--- src/rtl/fir_mac.sv ---
// Sequential FIR filter: one multiply-accumulate per clock, coefficients fetched from an external registered ROM.
// Define FIR_SATURATE_EN to clamp the result to OutSize; otherwise the result wraps to its low OutSize bits.
module fir_mac #(
  parameter int NrOfTaps  = 5,
  parameter int WordSize  = 12,
  parameter int AddrsSize = 3,
  parameter int AccSize   = 2*WordSize+3,
  parameter int OutSize   = 16,
  parameter int Shift     = 0
) (
  input  logic                 clk,
  input  logic                 resetN,
  input  logic [WordSize-1:0]  sampleIn,
  input  logic                 sampleValid,
  output logic                 ready,
  output logic                 romRead,
  output logic [AddrsSize-1:0] romAddrs,
  input  logic [WordSize-1:0]  romData,
  output logic [OutSize-1:0]   dataOut,
  output logic                 dataValid
);

  // state | meaning
  // IDLE  | waiting for a sample, ready high
  // RUN   | reading coefficient k, accumulating the product fetched last cycle
  // DRAIN | adding the final product and publishing the result
  typedef enum logic [1:0] {IDLE, RUN, DRAIN} state_t;

  state_t state_q, state_d;

  logic signed [WordSize-1:0]   taps [NrOfTaps];
  logic signed [AccSize-1:0]    acc;
  logic [AddrsSize-1:0]         k;
  logic [AddrsSize-1:0]         k_pipe;
  logic                         prod_vld;
  logic                         accept;
  logic                         last_tap;
  logic signed [2*WordSize-1:0] prod;
  logic signed [AccSize-1:0]    sum;
  logic [OutSize-1:0]           formatted;

  assign accept   = (state_q == IDLE) && sampleValid;
  assign last_tap = (k == AddrsSize'(NrOfTaps-1));

  // romData arrives one cycle after its read, so it pairs with the tap index of the previous cycle
  assign prod = (2*WordSize)'($signed(romData)) * (2*WordSize)'(taps[k_pipe]);
  assign sum  = acc + AccSize'(prod);

`ifdef FIR_SATURATE_EN
  localparam logic signed [AccSize-1:0] SatMax = {{(AccSize-OutSize+1){1'b0}}, {(OutSize-1){1'b1}}};
  localparam logic signed [AccSize-1:0] SatMin = ~SatMax;

  logic signed [AccSize-1:0] shifted;

  always_comb begin
    shifted = sum >>> Shift;
    if (shifted > SatMax)
      formatted = {1'b0, {(OutSize-1){1'b1}}};
    else if (shifted < SatMin)
      formatted = {1'b1, {(OutSize-1){1'b0}}};
    else
      formatted = shifted[OutSize-1:0];
  end
`else
  assign formatted = OutSize'(sum >>> Shift);
`endif

  always_ff @(posedge clk or negedge resetN) begin
    if (!resetN)
      state_q <= IDLE;
    else
      state_q <= state_d;
  end

  always_comb begin
    state_d  = state_q;
    ready    = 1'b0;
    romRead  = 1'b0;
    romAddrs = '0;
    case (state_q)
      IDLE: begin
        ready = 1'b1;
        if (sampleValid)
          state_d = RUN;
      end
      RUN: begin
        romRead  = 1'b1;
        romAddrs = k;
        if (last_tap)
          state_d = DRAIN;
      end
      DRAIN:   state_d = IDLE;
      default: state_d = IDLE;
    endcase
  end

  always_ff @(posedge clk or negedge resetN) begin
    if (!resetN) begin
      taps      <= '{default: '0};
      acc       <= '0;
      k         <= '0;
      k_pipe    <= '0;
      prod_vld  <= 1'b0;
      dataOut   <= '0;
      dataValid <= 1'b0;
    end else begin
      dataValid <= 1'b0;
      prod_vld  <= (state_q == RUN);
      k_pipe    <= k;
      if (accept) begin
        taps[0] <= sampleIn;
        for (int i = 1; i < NrOfTaps; i++)
          taps[i] <= taps[i-1];
        acc <= '0;
        k   <= '0;
      end
      if (state_q == RUN)
        k <= k + AddrsSize'(1);
      if (prod_vld)
        acc <= sum;
      if (state_q == DRAIN) begin
        dataOut   <= formatted;
        dataValid <= 1'b1;
      end
    end
  end

endmodule

--- config.mk ---
export PLATFORM = sky130hd
export DESIGN_NAME = fir_mac
export DESIGN_NICKNAME = d
export VERILOG_FILES = /design/src/rtl/fir_mac.sv
export SDC_FILE = /design/constraint.sdc
export NUM_CORES = 1
export LEC_CHECK = 0
export BUFFER_PORTS_ARGS = -buffer_cell sky130_fd_sc_hd__buf_2
export CAP_MARGIN = 15
export CORE_AREA = 3 3 148 135
export DETAILED_ROUTE_END_ITERATION = 7
export DIE_AREA = 0 0 151 138
export PLACE_DENSITY = 0.7
export SLEW_MARGIN = 15
export SYNTH_ARGS = -nofsm -noshare
export SYNTH_HDL_FRONTEND = slang
export SYNTH_SLANG_ARGS = --single-unit
export TNS_END_PERCENT = 50
--- constraint.sdc ---
create_clock -name clk -period 7.1 [get_ports clk]
set_input_delay 0 -clock clk [delete_from_list [all_inputs] [get_ports clk]]
set_output_delay 0 -clock clk [all_outputs]
set_load 0.01 [all_outputs]
Word-level counts from Yosys, hierarchy flattened:

Cells that the tools add are included.

* register bits after elaboration: 113
* output and inout bits: 22
* logic and storage cells: 41

* add/subtract/negate cells: 2
* multipliers: 1
* order comparisons: 1
* eq/ne operators: 5
* mux-type cells: 14
* bitwise gates (word level): 1
* reduce and logical (&&, ||, !) cells: 5

Operators with widths (count)
* 27-bit two-way mux: 2
* 12-bit binary-select mux with 3-bit select: 1
* 27-bit by 24-bit adder with 27-bit output: 1
* 12-bit by 12-bit multiplier with 24-bit output: 1
* 12-bit two-way mux: 2
* 3-bit two-way mux: 3
* 4-bit greater-or-equal comparator (second input constant): 1
* 2-bit two-way mux: 2
* 2-bit inequality test (second input constant): 2
* 3-bit inverter with 4-bit output: 1
* 2-bit one-hot mux with 2 select lines: 1
* 2-bit nonzero test: 2
* 3-bit by 1-bit adder with 3-bit output (second input constant): 1
* 3-bit == test (second input constant): 1
* 1-bit two-way mux: 3
* 2-bit by 1-bit == test with 1-bit output (second input constant): 1
* 2-bit == test (second input constant): 1
* 2-bit logical NOT: 1
* 2-bit AND reduction: 1
* 1-bit logical AND: 1

Logic depth before layout (Yosys ltp):

Gate-level depths: netlist of the first run.

* depth after elaboration: 7
* mapped depth: 25
* depth with buffers taken out: 22

Least setup slack after synthesis of the first run:

Ideal clock, no wire load.

* kind: register -> register
* start point: register k_pipe[0]
* end point: register acc[12]
* data arrival time: 6079 ps
* slack: 921 ps
* stages on the path, launching flop included: 24
* cell sequence: dfrtp_1 -> buf_6 -> mux4_1 -> a22oi_1 -> clkbuf_1 -> nor2b_1 -> fa_1 -> inv_1 -> fa_1 -> inv_1 -> fa_1 -> inv_1 -> fa_1 -> inv_1 -> fa_1 -> ha_1 -> ha_1 -> o21ai_0 -> a21oi_1 -> o21ai_0 -> a21oi_1 -> o21a_1 -> o21a_1 -> o32ai_1

* cells in the longest elaborated chain, start to end: 7

RTL lines
* start, declared: RTL line 34 `logic [AddrsSize-1:0] k_pipe;`
* start signal, assigned: RTL line 109 `k_pipe <= k;`
* 3-bit inverter with 4-bit output (implied by the code): RTL line 46 `assign prod = (2*WordSize)'($signed(romData)) * (2*WordSize)'(taps[k_pipe]);`
* 12-bit binary-select mux with 3-bit select: RTL line 46
* 12-bit two-way mux (implied by the code) (2 in series): RTL line 46
* 12-bit by 12-bit multiplier with 24-bit output: RTL line 46
* 27-bit by 24-bit adder with 27-bit output: RTL line 47 `assign sum = acc + AccSize'(prod);`
* 27-bit two-way mux: RTL line 119 `if (prod_vld)`
* end signal, assigned: RTL line 120 `acc <= sum;`
* end, declared: RTL line 32 `logic signed [AccSize-1:0] acc;`

Every way passes these cells. The select of a mux whose other input is x is not followed.
A chain may end at the register's enable or synchronous reset.

Final worst setup path of the first run:

* start point: register k_pipe[0]
* end point: register dataOut[15]

* cells in the longest elaborated chain, start to end: 6

RTL lines
* 3-bit inverter with 4-bit output (implied by the code): RTL line 46
* 12-bit binary-select mux with 3-bit select: RTL line 46
* 12-bit two-way mux (implied by the code) (2 in series): RTL line 46
* 12-bit by 12-bit multiplier with 24-bit output: RTL line 46
* 27-bit by 24-bit adder with 27-bit output: RTL line 47
* end signal, assigned: RTL line 122 `dataOut <= formatted;`
* end, declared: RTL line 19 `output logic [OutSize-1:0] dataOut,`

Every way passes these cells. The select of a mux whose other input is x is not followed.

==> results of run 1 <==
-- layout by cell type, fill, tap and decap left out, types with 2 or more instances in the layout --
cell type and n:
xor2_1 6, and2b_1 5, nor2b_1 33, a22oi_2 2, fa_1 92, o211ai_1 3
nand2b_1 15, a21oi_1 7, nand2_2 2, a31oi_1 2, clkbuf_16 9, o21a_1 3
clkinv_4 3, nor2_1 10, buf_4 10, nand3b_1 3, o22ai_1 6, mux4_2 5
inv_8 2, xnor2_1 19, o21ai_0 13, a21o_1 2, mux4_1 7, or2_2 8
a22o_1 7, nand2_1 275, dfrtp_1 102, ha_1 51, nand3_1 3, o31ai_1 6
and2_1 23, inv_1 116, a22oi_1 3, buf_2 47, dlygate4sd3_1 13
-- area by class of cell --
type,instances,area share [%]
Inverter,116,4.742
Multi-Input combinational cell,625,56.17
Tap cell,245,3.338
Timing Repair Buffer,70,4.796
Clock buffer,9,2.453
Sequential cell,102,27.80
Clock inverter,7,0.7085
-- cells by family after synthesis --
family	after synthesis
and+or+nand+nor	383
AOI/OAI and AO/OA	59
adders and majority gates	143
DFF	102
xor gates and xnor gates	27
buffers and inverters	155
muxes	13
-- through the flow --
stage / hold slack (ns) / util (%) / cells
finish: 0.09261 / 49.73 / 1174
global route: 0.1197 / 49.73 / 1174
CTS: 0.08694 / 49.73 / 1174
detailed placement: -0.06180 / 47.45 / 1145
global placement: -0.06595 / 47.45 / 1145
floorplan: -0.2956 / - / 882
-- final timing paths --
| check | startpoint | to | slack (ns) | cells after the start |
|---|---|---|---|---|
| min | resetN | taps[51]$_DFFE_PN0P_ | 0.09 | 2 |
| min reg2reg | k[1]$_DFFE_PN0P_ | k_pipe[1]$_DFF_PN0_ | 0.41 | 0 |
| max reg2reg | k_pipe[0]$_DFF_PN0_ | dataOut[15]$_DFFE_PN0P_ | 0.45 | 19 |
| min in group clk | sampleValid | state_q[0]$_DFFE_PN0P_ | 0.26 | 4 |
| max | k_pipe[0]$_DFF_PN0_ | dataOut[15]$_DFFE_PN0P_ | 0.45 | 19 |
| max in group asynchronous | resetN | acc[11]$_DFFE_PN0P_ | 5.74 | 3 |
-- state kept, by name (all words and copies together), names as in the netlist --
name       flops
dataValid      1
state_q        2
prod_vld       1
k              3
dataOut       16
acc           16
taps          60
k_pipe         3
-- per-layer routing --
metal  track usage [%]  share of wire, %  vias up
met5                 0                 0        -
met4             3.483               1.1        0
met3             2.978               3.7       10
met2             30.38                50      107
met1             25.57                45     2930
li1                  -                 -     2802
-- worst register-to-register path: cells and delay by family, from the launching register on --
family	cells	cell delay, ns
xor+xnor	1	0.11
fa+ha+maj	7	3.38
compound gates	3	0.57
simple gates	2	0.32
mux	2	0.91
flops	1	0.85
buf+inv	4	0.40
==> flow_metrics.py, run 1 <==
metrics = {
    "worst_setup_path": {
        "crit_family": "adder cells",
        "end_kind": "register",
        "crit_path_cell_trace": "mux4_1, a22oi_1, buf_4, nand2b_1, inv_1, fa_1, inv_1, fa_1, inv_1, fa_1, fa_1, fa_1, fa_1, ha_1, and3_1, o311ai_0, a31oi_1, xnor2_1, mux2_2",
        "crit_fanout": 13,
        "slowest_stage": "dfrtp_1",
        "criticalPathCategory": "reg -> reg",
        "start_kind": "register",
        "worst-path-buf-inv": 4,
        "crit_top_cell": "fa_1",
        "required_ns": 7.34,
        "worst_ep_arrival_time_ns": 6.89,
        "cp_slowest_stage_delay_ns": 0.85,
    },
    "routing": {
        "drtIter0Drc": 458,
        "vias": 5849,
        "ant_nets": 0,
        "first_pass_iters": 5,
        "avgRoutedWirePerCell_um": 15.30,
        "wirelength_um": 17960,
        "via_per_inst": 4.982,
        "drc_errors": 0,
    },
    "logic_synthesis": {
        "synthArstFlopShare_pct": 100.0,
        "ys_seq_elements": 102,
        "synth_compound_area_share_pct": 4.929,
        "synth_edf_count": 0,
        "synth_flop_cell": "dfrtp_1",
        "avgSynthCellArea_um2": 9.411,
        "synth_area_leaders": "dfrtp_1, fa_1, nand2_1",
        "yosysMostFrequentCell": "nand2_1",
        "yosysUniqueCellTypes": 47,
        "synthMuxAreaShare_pct": 3.708,
        "syn_area_um2": 8300,
        "synth-xor-area-share_pct": 3.105,
        "synth-adder-area-share_pct": 29.88,
        "synth_cells": 882,
        "synth_seq_area_share_pct": 30.75,
        "yosysTopAreaCell": "dfrtp_1",
        "ys_top_cells_by_count": "nand2_1, inv_1, dfrtp_1, fa_1, ha_1",
        "yosysTopAreaCellShare_pct": 30.75,
        "yosys_warnings": 0,
        "synth-simple-area-share_pct": 20.47,
        "synth_nets": 1052,
        "synth_top_family_by_area": "adder cells",
    },
    "job": {
        "maxCapViolCount": 0,
    },
    "cells_and_area": {
        "fill_cells": 1711,
        "design_area_um2": 9183,
        "seq_area_um2": 2552,
        "layout-area-overhead-vs-synth_pct": 10.63,
        "multi_input_area_um2": 5157,
        "diodes": 0,
        "drive_gt1_share_pct": 10.23,
        "num-nets-final": 1094,
    },
    "sta": {
        "tightestPinTransition_ns": 0.9375,
        "skew_ns": 0.01127,
        "timing.final.crit_share_pct": 93.66,
        "maxSlewViolCount": 0,
        "tns_ns": 0,
        "fmax_mhz": 150.4,
        "final.setup.worst_slack_ns": 0.4500,
        "report.final.hold_viol_count": 0,
        "max_slew_margin_pct": 37.50,
        "period_needed_ns": 6.650,
        "rsz0062_at_grt": "no",
        "setup_viol_count_final": 0,
    },
    "global_routing": {
        "grt_pass1_wl_um": 30390,
        "grtUsageTotal_pct": 18.26,
        "grt_antenna_before_repair": 0,
        "overflow": 0,
        "grt_max_degree": 77,
        "grt_pass1_vias": 6039,
    },
    "clock_network": {
        "postCtsHoldBufs": 13,
        "post_cts_buffers": 0,
        "root_buffer": "clkbuf_16",
        "cts_tree": "done",
        "cts_resized": 0,
        "clk_latency_ns": 0.35,
        "htreeDepth": 3,
        "max-clock-path-buffers": 2,
        "cts_num_sinks": 102,
        "numCtsBuffers": 9,
        "path_clk_slew_ns": 0.08,
    },
    "hold_path": {
        "min_path_type": "in -> async",
    },
    "place": {
        "hpwl_um": 13530,
        "dpl_cell_area_um2": 8762,
        "io_buffers": 48,
        "place.gp.congestion": 0.8739,
        "pre_cts_ws_ns": 0.4116,
    },
    "die": {
        "io_pins": 49,
        "start_util_pct": 44.95,
        "coreArea_um2": 18470,
        "rows": 47,
        "die_h_um": 138,
        "design.die.area_um2": 20840,
        "dieWidth_um": 151,
    },
    "run_status": {
        "status": "complete, no violations",
    },
}
Power of run 1 is not shown: default switching activity piles up to over one toggle a cycle in this logic, so the estimate is an artifact.
==> inputs of run 2 (changes only) <==
--- a/config.mk
+++ b/config.mk
@@ -11,6 +11,7 @@
 export DETAILED_ROUTE_END_ITERATION = 7
 export DIE_AREA = 0 0 151 138
 export PLACE_DENSITY = 0.7
+export REMOVE_ABC_BUFFERS = 1
 export SLEW_MARGIN = 15
 export SYNTH_ARGS = -nofsm -noshare
 export SYNTH_HDL_FRONTEND = slang
==> run 2 against run 1 <==
  * Cell count rose by 0.26%
  * Via count is 0.67% lower
  * Register-to-register slack worse by 0.02 ns
  * Critical path type unchanged
==> flow_metrics.py, run 2 (same netlist as run 1, synthesis figures left out) <==
metrics = {
    "run_status": {
        "status": "complete, no violations",
    },
    "place": {
        "hpwl_um": 13200,
        "place.gp.congestion": 0.8539,
        "io_buffers": 48,
    },
    "worst_setup_path": {
        "start_kind": "register",
        "worst_ep_arrival_time_ns": 6.92,
        "crit_fanout": 12,
        "criticalPathCategory": "reg -> reg",
        "end_kind": "register",
        "required_ns": 7.34,
    },
    "clock_network": {
        "cts_tree": "done",
        "clk_latency_ns": 0.36,
        "root_buffer": "clkbuf_16",
        "post_cts_buffers": 0,
        "numCtsBuffers": 9,
        "path_clk_slew_ns": 0.08,
        "htreeDepth": 3,
        "cts_num_sinks": 102,
        "max-clock-path-buffers": 2,
    },
    "sta": {
        "rsz0062_at_grt": "no",
        "tns_ns": 0,
        "report.final.hold_viol_count": 0,
        "fmax_mhz": 149.9,
        "tightestPinTransition_ns": 0.9654,
        "timing.final.crit_share_pct": 93.99,
        "max_slew_margin_pct": 35.64,
        "maxSlewViolCount": 0,
        "period_needed_ns": 6.673,
        "skew_ns": 0.01862,
        "setup_viol_count_final": 0,
    },
    "die": {
        "io_pins": 49,
        "die_h_um": 138,
        "dieWidth_um": 151,
        "rows": 47,
        "coreArea_um2": 18470,
        "start_util_pct": 44.95,
        "design.die.area_um2": 20840,
    },
    "routing": {
        "first_pass_iters": 4,
        "drc_errors": 0,
        "via_per_inst": 4.936,
        "avgRoutedWirePerCell_um": 15.16,
        "ant_nets": 0,
        "wirelength_um": 17850,
        "vias": 5810,
        "drtIter0Drc": 262,
    },
    "cells_and_area": {
        "diodes": 0,
        "final_common_cell": "nand2_1",
        "fill_cells": 1746,
        "largest_reg_flops": 60,
        "multi_input_area_um2": 5157,
        "largest_registers": "taps: 60 flops, acc: 16 flops, dataOut: 16 flops",
        "layout-area-overhead-vs-synth_pct": 11.02,
        "top_register": "taps",
        "drive_gt1_share_pct": 10.52,
        "num-nets-final": 1097,
        "seq_area_um2": 2552,
        "final_cell_mix": "nand2_1, inv_1, dfrtp_1",
    },
    "global_routing": {
        "overflow": 0,
        "grt_max_degree": 75,
        "grt_pass1_wl_um": 31230,
        "grt_pass1_vias": 6051,
        "grtUsageTotal_pct": 18.67,
        "grt_antenna_before_repair": 1,
    },
    "job": {
        "maxCapViolCount": 0,
    },
    "hold_path": {
        "min_path_type": "in -> async",
    },
}
==> run 2: changes by cell type in the layout (fill, tap and decap cells not counted), sizes merged <==
cell  previous run  this run
buf             57        60
==> run 2: layout make-up <==
cell class	count	area share, %
clock buffers	9	2.444
clock inverters	7	0.8147
inverters	116	4.725
multi-input cells	625	55.97
flip-flops and latches	102	27.70
well taps	245	3.327
repair buffers	73	5.024
==> run 2: per-layer routing <==
metal | routed length [um] | global-route usage (%) | up-vias
met3 | 863 | 3.109 | 24
met1 | 8390 | 27.60 | 2856
met5 | 7 | 0 | -
met4 | 342 | 4.866 | 2
met2 | 8244 | 28.78 | 122
li1 | - | - | 2806
==> run 2: worst max-delay path, cell delays in order, from the launching register on <==
cell,delay [ns]
dfrtp_1,0.59
buf_4,0.26
mux4_1,0.55
a22oi_1,0.16
buf_4,0.24
nor2b_1,0.09
fa_1,0.53
inv_1,0.05
fa_1,0.50
inv_1,0.05
fa_1,0.51
inv_1,0.05
fa_1,0.48
inv_1,0.06
fa_1,0.50
ha_1,0.31
ha_1,0.33
o21ai_0,0.12
a21oi_1,0.11
o21ai_0,0.22
a21oi_1,0.12
o21a_1,0.23
o21a_1,0.20
o32ai_1,0.26
==> run 2: metrics by stage <==
step                      area (um^2)  cells  util (%)  worst slack [ns]  hold WS [ns]
after floorplan                  8142    843         -            0.6511       -0.2956
final                            9215   1177     49.91            0.4270        0.1007
after CTS                        9215   1177     49.91            0.3168        0.1120
after global routing             9215   1177     49.91           0.04525        0.1390
after global placement           8785   1148     47.57            0.4812      -0.03475
after detailed placement         8785   1148     47.57            0.3645      -0.03435
==> run 2: what timing repair did <==
action                     4_1_cts  5_1_grt
hold buffers                    13        0
hold endpoints to repair        44        0
gates resized for setup          0        1
setup endpoints to repair        0        4
==> run 2: path summary, 6_finish.rpt <==
kind                                     startpoint                 endpoint  slack, ns  depth (start not counted)
worst max-delay path            k_pipe[0]$_DFF_PN0_      acc[12]$_DFFE_PN0P_       0.43                         23
worst min-delay path                         resetN     taps[55]$_DFFE_PN0P_       0.10                          2
worst max register to register  k_pipe[0]$_DFF_PN0_      acc[12]$_DFFE_PN0P_       0.43                         23
worst min register to register     k[1]$_DFFE_PN0P_      k_pipe[1]$_DFF_PN0_       0.42                          0
max in group asynchronous                    resetN  dataOut[11]$_DFFE_PN0P_       5.71                          3
min in group clk                        sampleValid   state_q[0]$_DFFE_PN0P_       0.25                          4
Power of run 2 is left out for the same reason.
